==> config.mk <==
export PLATFORM = sky130hd
export DESIGN_NAME = r16_s2p_collector_flat
export DESIGN_NICKNAME = d
export VERILOG_FILES = /design/src/rtl/r16_s2p_collector_pkg.sv /design/src/rtl/r16_s2p_collector_if.sv /design/src/rtl/r16_s2p_collector_lane_mux.sv /design/src/rtl/r16_s2p_collector.sv /design/src/flat_wrapper.sv
export SDC_FILE = /design/constraint.sdc
export NUM_CORES = 2
export LEC_CHECK = 0
export BUFFER_PORTS_ARGS = -buffer_cell sky130_fd_sc_hd__buf_2
export CAP_MARGIN = 15
export CORE_MARGIN = 2
export CORE_UTILIZATION = 35
export DETAILED_ROUTE_END_ITERATION = 7
export SYNTH_ARGS = -nofsm -noshare
export SYNTH_HDL_FRONTEND = slang
export SYNTH_HIERARCHICAL = 1
export SYNTH_SLANG_ARGS = --single-unit
==> constraint.sdc <==
create_clock -name clk -period 2.45 [get_ports clk]
set_input_delay 0.245 -clock clk [delete_from_list [all_inputs] [get_ports clk]]
set_output_delay 0.245 -clock clk [all_outputs]
set_load 0.02 [all_outputs]
==> src/rtl/r16_s2p_collector_pkg.sv <==
// Shared constants for the radix-16 serial-to-parallel collector and its lane mux.
`ifndef D_width
`define D_width 64
`endif

package r16_s2p_collector_pkg;
    localparam int R16_LANES       = 16;
    localparam int R16_CNT_W       = 4;
    localparam int R16_GRP_W_DEF   = 8;
    localparam int R16_D_WIDTH_DEF = `D_width;
endpackage

==> src/rtl/r16_s2p_collector_if.sv <==
// Serial sample input and 16-lane parallel group output of the R16 collector.
interface r16_s2p_collector_if
    import r16_s2p_collector_pkg::*;
#(
    parameter int D_WIDTH = R16_D_WIDTH_DEF,
    parameter int GRP_W   = R16_GRP_W_DEF
);
    logic               in_valid;
    logic [D_WIDTH-1:0] in_data;
    logic               in_last;

    logic [D_WIDTH-1:0] data_out [R16_LANES];
    logic               out_valid;
    logic               out_last;
    logic [GRP_W-1:0]   out_grp_idx;

    modport master (
        output in_valid, in_data, in_last,
        input  data_out, out_valid, out_last, out_grp_idx
    );

    modport slave (
        input  in_valid, in_data, in_last,
        output data_out, out_valid, out_last, out_grp_idx
    );
endinterface

==> src/rtl/r16_s2p_collector_lane_mux.sv <==
// Next-lane values for a completing group: staged lanes below wr_cnt, the live
// sample bypassed into lane wr_cnt, and zero padding above it.
module r16_lane_mux
    import r16_s2p_collector_pkg::*;
#(
    parameter int D_WIDTH = R16_D_WIDTH_DEF
) (
    input  logic [D_WIDTH-1:0]   staging [R16_LANES-1],
    input  logic [R16_CNT_W-1:0] wr_cnt,
    input  logic [D_WIDTH-1:0]   in_data,
    output logic [D_WIDTH-1:0]   lanes   [R16_LANES]
);
    for (genvar gi = 0; gi < R16_LANES; gi++) begin : g_lane
        localparam logic [R16_CNT_W-1:0] LANE_IDX = R16_CNT_W'(gi);
        if (gi < R16_LANES - 1) begin : g_staged
            assign lanes[gi] = (LANE_IDX < wr_cnt)  ? staging[gi] :
                               (LANE_IDX == wr_cnt) ? in_data     : '0;
        end else begin : g_top
            // The top lane is only ever filled by the bypass path.
            assign lanes[gi] = (LANE_IDX == wr_cnt) ? in_data : '0;
        end
    end
endmodule

==> src/rtl/r16_s2p_collector.sv <==
// Collects serial samples into groups of 16 and presents each group on registered
// parallel lanes with a one-cycle valid pulse, group index and frame-end flag.
module r16_s2p_collector
    import r16_s2p_collector_pkg::*;
#(
    parameter int D_WIDTH = R16_D_WIDTH_DEF,
    parameter int LANES   = R16_LANES,
    parameter int GRP_W   = R16_GRP_W_DEF
) (
    input  logic               clk,
    input  logic               rst_n,
    r16_s2p_collector_if.slave bus
);
    localparam logic [R16_CNT_W-1:0] CNT_MAX = R16_CNT_W'(LANES - 1);

    logic [R16_CNT_W-1:0] wr_cnt_q,    wr_cnt_d;
    logic [GRP_W-1:0]     grp_cnt_q,   grp_cnt_d;
    logic [GRP_W-1:0]     grp_idx_q,   grp_idx_d;
    logic                 out_valid_q, out_valid_d;
    logic                 out_last_q,  out_last_d;
    logic [D_WIDTH-1:0]   staging_q [LANES-1];
    logic [D_WIDTH-1:0]   staging_d [LANES-1];
    logic [D_WIDTH-1:0]   lanes_q   [LANES];
    logic [D_WIDTH-1:0]   lanes_d   [LANES];
    logic [D_WIDTH-1:0]   mux_lanes [LANES];
    logic                 grp_done;

    r16_lane_mux #(
        .D_WIDTH (D_WIDTH)
    ) u_lane_mux (
        .staging (staging_q),
        .wr_cnt  (wr_cnt_q),
        .in_data (bus.in_data),
        .lanes   (mux_lanes)
    );

    assign grp_done = bus.in_valid && (bus.in_last || wr_cnt_q == CNT_MAX);

    always_comb begin
        wr_cnt_d    = wr_cnt_q;
        grp_cnt_d   = grp_cnt_q;
        grp_idx_d   = grp_idx_q;
        out_valid_d = 1'b0;
        out_last_d  = out_last_q;
        staging_d   = staging_q;
        lanes_d     = lanes_q;
        if (grp_done) begin
            lanes_d     = mux_lanes;
            out_valid_d = 1'b1;
            out_last_d  = bus.in_last;
            grp_idx_d   = grp_cnt_q;
            wr_cnt_d    = '0;
            grp_cnt_d   = bus.in_last ? '0 : grp_cnt_q + GRP_W'(1);
        end else if (bus.in_valid) begin
            // Staging is never cleared; the mux pads stale slots with zero.
            staging_d[wr_cnt_q] = bus.in_data;
            wr_cnt_d            = wr_cnt_q + R16_CNT_W'(1);
        end
    end

    always_ff @(posedge clk or negedge rst_n) begin
        if (!rst_n) begin
            wr_cnt_q    <= '0;
            grp_cnt_q   <= '0;
            grp_idx_q   <= '0;
            out_valid_q <= 1'b0;
            out_last_q  <= 1'b0;
        end else begin
            wr_cnt_q    <= wr_cnt_d;
            grp_cnt_q   <= grp_cnt_d;
            grp_idx_q   <= grp_idx_d;
            out_valid_q <= out_valid_d;
            out_last_q  <= out_last_d;
        end
    end

    for (genvar gi = 0; gi < LANES; gi++) begin : g_lane_reg
        always_ff @(posedge clk or negedge rst_n) begin
            if (!rst_n) begin
                lanes_q[gi] <= '0;
            end else begin
                lanes_q[gi] <= lanes_d[gi];
            end
        end
        assign bus.data_out[gi] = lanes_q[gi];
    end

    for (genvar gi = 0; gi < LANES - 1; gi++) begin : g_stage_reg
        always_ff @(posedge clk or negedge rst_n) begin
            if (!rst_n) begin
                staging_q[gi] <= '0;
            end else begin
                staging_q[gi] <= staging_d[gi];
            end
        end
    end

    assign bus.out_valid   = out_valid_q;
    assign bus.out_last    = out_last_q;
    assign bus.out_grp_idx = grp_idx_q;
endmodule
==> src/flat_wrapper.sv <==
// flat-port wrapper written by rule: the top's interface ports become plain ports
module r16_s2p_collector_flat import r16_s2p_collector_pkg::*;
#(
    parameter int D_WIDTH = R16_D_WIDTH_DEF,
    parameter int LANES   = R16_LANES,
    parameter int GRP_W   = R16_GRP_W_DEF
)
  (clk, rst_n, bus_in_valid, bus_in_data, bus_in_last, bus_data_out, bus_out_valid, bus_out_last, bus_out_grp_idx);
  r16_s2p_collector_if #(.D_WIDTH(D_WIDTH), .GRP_W(GRP_W)) bus_i ();
  input  logic clk;
  input  logic rst_n;
  input wire logic [$bits(bus_i.in_valid)-1:0] bus_in_valid;
  input wire logic [$bits(bus_i.in_data)-1:0] bus_in_data;
  input wire logic [$bits(bus_i.in_last)-1:0] bus_in_last;
  output wire logic [$bits(bus_i.data_out)-1:0] bus_data_out;
  output wire logic [$bits(bus_i.out_valid)-1:0] bus_out_valid;
  output wire logic [$bits(bus_i.out_last)-1:0] bus_out_last;
  output wire logic [$bits(bus_i.out_grp_idx)-1:0] bus_out_grp_idx;
  assign bus_i.in_valid = bus_in_valid;
  assign bus_i.in_data = bus_in_data;
  assign bus_i.in_last = bus_in_last;
  assign bus_data_out = {>>{bus_i.data_out}};
  assign bus_out_valid = bus_i.out_valid;
  assign bus_out_last = bus_i.out_last;
  assign bus_out_grp_idx = bus_i.out_grp_idx;
  r16_s2p_collector #(.D_WIDTH(D_WIDTH), .LANES(LANES), .GRP_W(GRP_W)) u_core (.clk(clk), .rst_n(rst_n), .bus(bus_i));
endmodule
## After elaboration in Yosys (flattened, before gate mapping)

Cells that the tools add are included.

| word-level totals | value |
|---|---|
| bits in registers | 2006 |
| bits in latches | 0 |
| memory bits (writable) | 0 |
| memory bits (read-only) | 0 |
| input port bits | 68 |
| output and inout port bits | 1034 |
| logic and storage cells | 117 |
| memories kept | 0 |

| cells by class | value |
|---|---|
| $add $sub $neg | 2 |
| multiply operators | 0 |
| divide/modulo/power cells | 0 |
| $lt $le $gt $ge | 17 |
| equal/unequal tests | 16 |
| shift operators | 0 |
| multiplexer cells | 38 |
| bitwise logic cells | 2 |
| reduce and logical (&&, ||, !) cells | 6 |

Operator list:

| kind | count |
|---|---|
| two-way mux 64 bit | 32 |
| bitwise mux 960 bit | 1 |
| demux 64 bit (select 4 bit) | 1 |
| equality test 4 bit, first input constant | 8 |
| less-than comparator 4 bit, first input constant | 7 |
| equality test 3 x 4 -> 1 bit, first input constant | 4 |
| less-than comparator 3 x 4 -> 1 bit, first input constant | 4 |
| adder 8 x 1 -> 8 bit, second input constant | 1 |
| equality test 2 x 4 -> 1 bit, first input constant | 2 |
| less-than comparator 1 x 4 -> 1 bit, first input constant | 2 |
| less-than comparator 2 x 4 -> 1 bit, first input constant | 2 |
| two-way mux 4 bit | 2 |
| two-way mux 8 bit | 1 |
| >= comparator 5 bit, second input constant | 1 |
| less-than comparator 5 x 1 -> 1 bit, second input constant | 1 |
| inverter 4 -> 5 bit | 1 |
| adder 4 x 1 -> 4 bit, second input constant | 1 |
| equality test 1 x 4 -> 1 bit, first input constant | 1 |
| equality test 4 bit, second input constant | 1 |
| zero test 4 bit | 1 |
| logical AND 1 bit | 2 |
| AND reduction 2 bit | 1 |
| nonzero test 2 bit | 1 |
| logical OR 1 bit | 1 |
| other kinds (2) | 2 |

## Logic depth before layout (Yosys ltp)

| depth | value |
|---|---|
| depth in word-level cells | 6 |
| mapped depth | 8 |
| mapped depth without buffers | 5 |

## Cells and area by module

The synthesis kept the hierarchy.

Modules (own cells, without submodules):

| module | instances | cells an instance | area an instance (sq um) | sequential area each (sq um) |
|---|---|---|---|---|
| r16_s2p_collector | 1 | 4359 | 74685.4 | 50198.1 |
| r16_lane_mux | 1 | 3223 | 19419.9 | 0.0 |

## Least setup slack after synthesis

Ideal clock, no wire load.

| timing path | value |
|---|---|
| path type | register to register |
| from | reg u_core.wr_cnt_q[1] |
| to | reg u_core/staging_q[323] (netlist name) |
| setup time | 0.125 ns |
| data arrival time | 1.885 ns |
| data required time | 2.325 ns |
| slack | 0.440 ns |
| stages on the path, launching flop included | 8 |
| path buffers | 2 |
| period minus slack after synthesis | 2.010 ns |
| cells stage by stage | dfrtp_1 -> inv_1 -> ha_1 -> nand2_1 -> nor4b_1 -> buf_2 -> buf_2 -> mux2_2 |

| between the ends | value |
|---|---|
| word-level cells in the longest chain between the ends | 6 |
| elaborated cells on any way between the ends | 12 |
| those cells by class | order compare (2); eq/ne (1); mux (3); bitwise (2); reduce/logical (4) |

RTL lines:

| item | RTL line | source |
|---|---|---|
| start: declaration | r16_s2p_collector.sv:16 | `logic [R16_CNT_W-1:0] wr_cnt_q, wr_cnt_d;` |
| start signal: assignment | r16_s2p_collector.sv:69 | `wr_cnt_q <= wr_cnt_d;` |
| inverter 4 -> 5 bit (not written as such) | r16_s2p_collector.sv:56 | `staging_d[wr_cnt_q] = bus.in_data;` |
| >= comparator 5 bit (not written as such) / less-than comparator 5 x 1 -> 1 bit (equally long branches) | r16_s2p_collector.sv:56 |  |
| logical AND 1 bit (not written as such) | r16_s2p_collector.sv:56 |  |
| two-way mux 64 bit (not written as such) | r16_s2p_collector.sv:56 |  |
| demux 64 bit (select 4 bit) | r16_s2p_collector.sv:56 |  |
| bitwise mux 960 bit | r16_s2p_collector.sv:56 |  |
| end signal: indexed assignment | r16_s2p_collector.sv:93 | `staging_q[gi] <= staging_d[gi];` |
| end: declaration | r16_s2p_collector.sv:21 | `logic [D_WIDTH-1:0] staging_q [LANES-1];` |

Parallel ways exist; a longest one is shown, timed or not.
A chain may end at the register's enable or synchronous reset.

==> summary.md <==
| Metric | Value |
|---|---|
| CTS sink count | 2006 |
| Setup slack, reg-to-reg | -0.01 ns |
| Max VDD drop | 0.000616 V |
| Core area | 268000 um^2 |
| Hold Crit Depth | 2 |
| Reg clk slew, reported paths | 0.06 ns |
| Row cnt | 190 |
| Synth Register Bits | 2006 |
| Status | finished, violations left |
| Total number of vias | 69900 |
| Static leakage | 0.0559 uW |
| Starting Density | 35.2% |
| Total GRT Usage | 24.3% |
| Worst setup EP type | flip-flop |
| Synth warnings | 6 |
| Nets | 8737 |
| Worst Reg-to-Reg Cells | 5 |
| Syn_area_per_cell | 12.4 um^2 |
| Most common cell after layout, fill and taps aside | mux2_2 |
| Largest net degree at the start of global routing | 126 |
| CP Class | flip-flop to flip-flop |
| Final slew viol count | 0 |
| Final Setup Violations | 1 |
| Clk_skew | 0.0429 ns |
| Gr ovfl total | 0 |
| PortBufs | 1101 |
| Layout cell share with drive strength beyond 1 | 46.7% |
| H-tree depth | 4 |
| WL final | 346000 um |
| Antenna viol nets, final | 0 |
| Final period util | 100% |
| Total CTS buffers | 225 |
| FFs w/ async S/R, synth | 100% |
| Tmin final | 2.46 ns |
| Violated checks | negative setup slack |
| Vias in the first global route | 68300 |
| First-pass DRT Iterations | 8 |
| First-pass GRT wire length | 494000 um |
| Synth Instances | 7582 |
| CTS Buffer Depth | 4 |
| Worst path required time | 3.27 ns |
| Number of antenna violations at the first check in global routing | 14 |
| Final Wtd Congestion | 0.841 |
| Worst-margin pin slew | 0.855 ns |
| TritonCTS clock tree | built |
| Worst-path fanout max | 41 |
| Max cap viols | 0 |
| Height of the die | 523 um |
| Initial detailed-routing violation count | 6660 |
| Setup WS post-layout | -0.0109 ns |
| Max Freq | 0.406 GHz |
| I/O pin cnt | 1102 |
| Hpwl dp | 229000 um |
| Main synth FF type | dfrtp_1 |
| RSZ-0062 raised after global routing | no |
| Area Growth Syn to Fin | 21.6% |
| Max_slew headroom | 43.0% |
| DRC | 0 |
| Commonest cells after routing, fill and taps aside | mux2_2, dfrtp_1, buf_2 |
| Mapped Area | 94100 um^2 |
| Util after Layout | 42.8% |
| Per-cell routed wire length | 27.9 um |
| Post-synth EDFFs | 0 |
| Register area share after synthesis | 53.3% |
| Clock Latency Late Sink | 0.89 ns |
| CP Launch Type | flip-flop |
| Die area | 273000 um^2 |
| Root Buffer | clkbuf_16 |
| Power Dens Cells | 775 nW/um^2 |
| Number of fill cells in the layout | 24900 |
| Synthesized netlist net count | 7655 |
| Final Hold Fails | 0 |
| WP data arrival | 3.28 ns |
| Chip Width | 523 um |
| Distinct cells, synth | 58 |
| Via-to-Cell Ratio | 5.64 |
| Hold_ws | 0.0756 ns |
| Hold WC Path Type | primary input to flip-flop |
==> timing repair <==
item                                     CTS  global route
setup buffers                              3             6
hold endpoints to repair                1529             0
gates cloned                               1             3
gates resized for setup                   12             7
hold buffers                              63             0
endpoints found under the setup margin   185           306
pin swaps                                  2             1
==> path summary, 6_finish.rpt <==
path	from	end
max reg2reg	u_core/wr_cnt_q[1]	u_core/bus.data_out[541]
min	bus_in_data[14]	u_core/staging_q[334]
max in group asynchronous	rst_n	u_core/staging_q[257]
max	u_core/wr_cnt_q[1]	u_core/bus.data_out[541]
min in group asynchronous	rst_n	u_core/bus.data_out[281]
min reg2reg	u_core/staging_q[728]	u_core/staging_q[728]
==> final cells by class <==
type                       count  area, um^2  share of cell area, %
sequential                  2006       50200                   43.9
multi-input combinational   4707       40100                   35.1
timing repair buffer        1652       11800                   10.3
clock buffer                 316        6470                   5.66
tap                         3552        4440                   3.88
clock inverter                86        1070                  0.934
inverter                      72         278                  0.243
antenna                        6        15.0                 0.0131
==> per-layer routing <==
metal	vias to the layer above	wire, um	track usage [%]
met5	-	48	0
met4	8	10700	7.10
met3	569	24700	3.82
met2	3230	154000	37.1
met1	36500	157000	35.5
li1	29600	-	-
==> Yosys cell counts, drive strengths merged (65+ instances only) <==
library cell	number	area share (%)
a32o	65	0.69
nor2	130	0.54
clkbuf	373	1.5
nand4	68	0.47
o211ai	193	1.5
o21ai	267	1.4
nand2	719	2.9
o31ai	68	0.54
mux2	2055	25
or3b	128	1.2
mux2i	194	2.1
inv	72	0.29
a21oi	258	1.4
nand3	80	0.49
buf	425	2.5
dfrtp	2006	53
==> through the flow <==
stage	setup WS [ns]	power (uW)	area, um^2	TNS (ns)	instances
2_1_floorplan	0.440	47600	94100	0	7582
3_3_place_gp	-0.239	53600	106000	-0.718	11900
3_5_place_dp	-0.305	54100	106000	-0.726	11900
4_1_cts	-0.000991	89200	114000	-0.000991	12400
5_1_grt	0.000624	91900	114000	0	12400
6_report	-0.0109	88700	114000	-0.0109	12400
==> state kept, by name, summed over array words and instances (netlist names) <==
name,cells
u_core/staging_q,960
u_core/wr_cnt_q,4
u_core/bus.data_out,1024
u_core/bus.out_grp_idx,8
u_core/bus.out_valid,1
u_core/grp_cnt_q,8
u_core/bus.out_last,1
==> worst max-delay path, cell delays in order (launching register included) <==
cell     delay, ns
dfrtp_4       0.50
buf_12        0.25
buf_4         0.51
nand2_1       0.14
o31ai_1       0.61
mux2_2        0.29
==> power by group <==
group / switching [uW] / internal [uW]
Sequential: 2380 / 36600
Combinational: 8620 / 6190
Clock: 14400 / 20500
==> kinds of logic (layout without fill, tap and decap cells) <==
| group | count (synthesis) | in the layout | share of synthesized area [%] |
|---|---|---|---|
| simple gates | 1466 | 1467 | 8.75 |
| compound gates | 986 | 986 | 6.90 |
| mux | 2249 | 2249 | 26.7 |
| flops | 2006 | 2006 | 53.3 |
| other cells | 0 | 6 | 0 |
| buf+inv | 870 | 2126 | 4.28 |
| fa+ha+maj | 5 | 5 | 0.0665 |
Power figures use the tool's default switching activity.
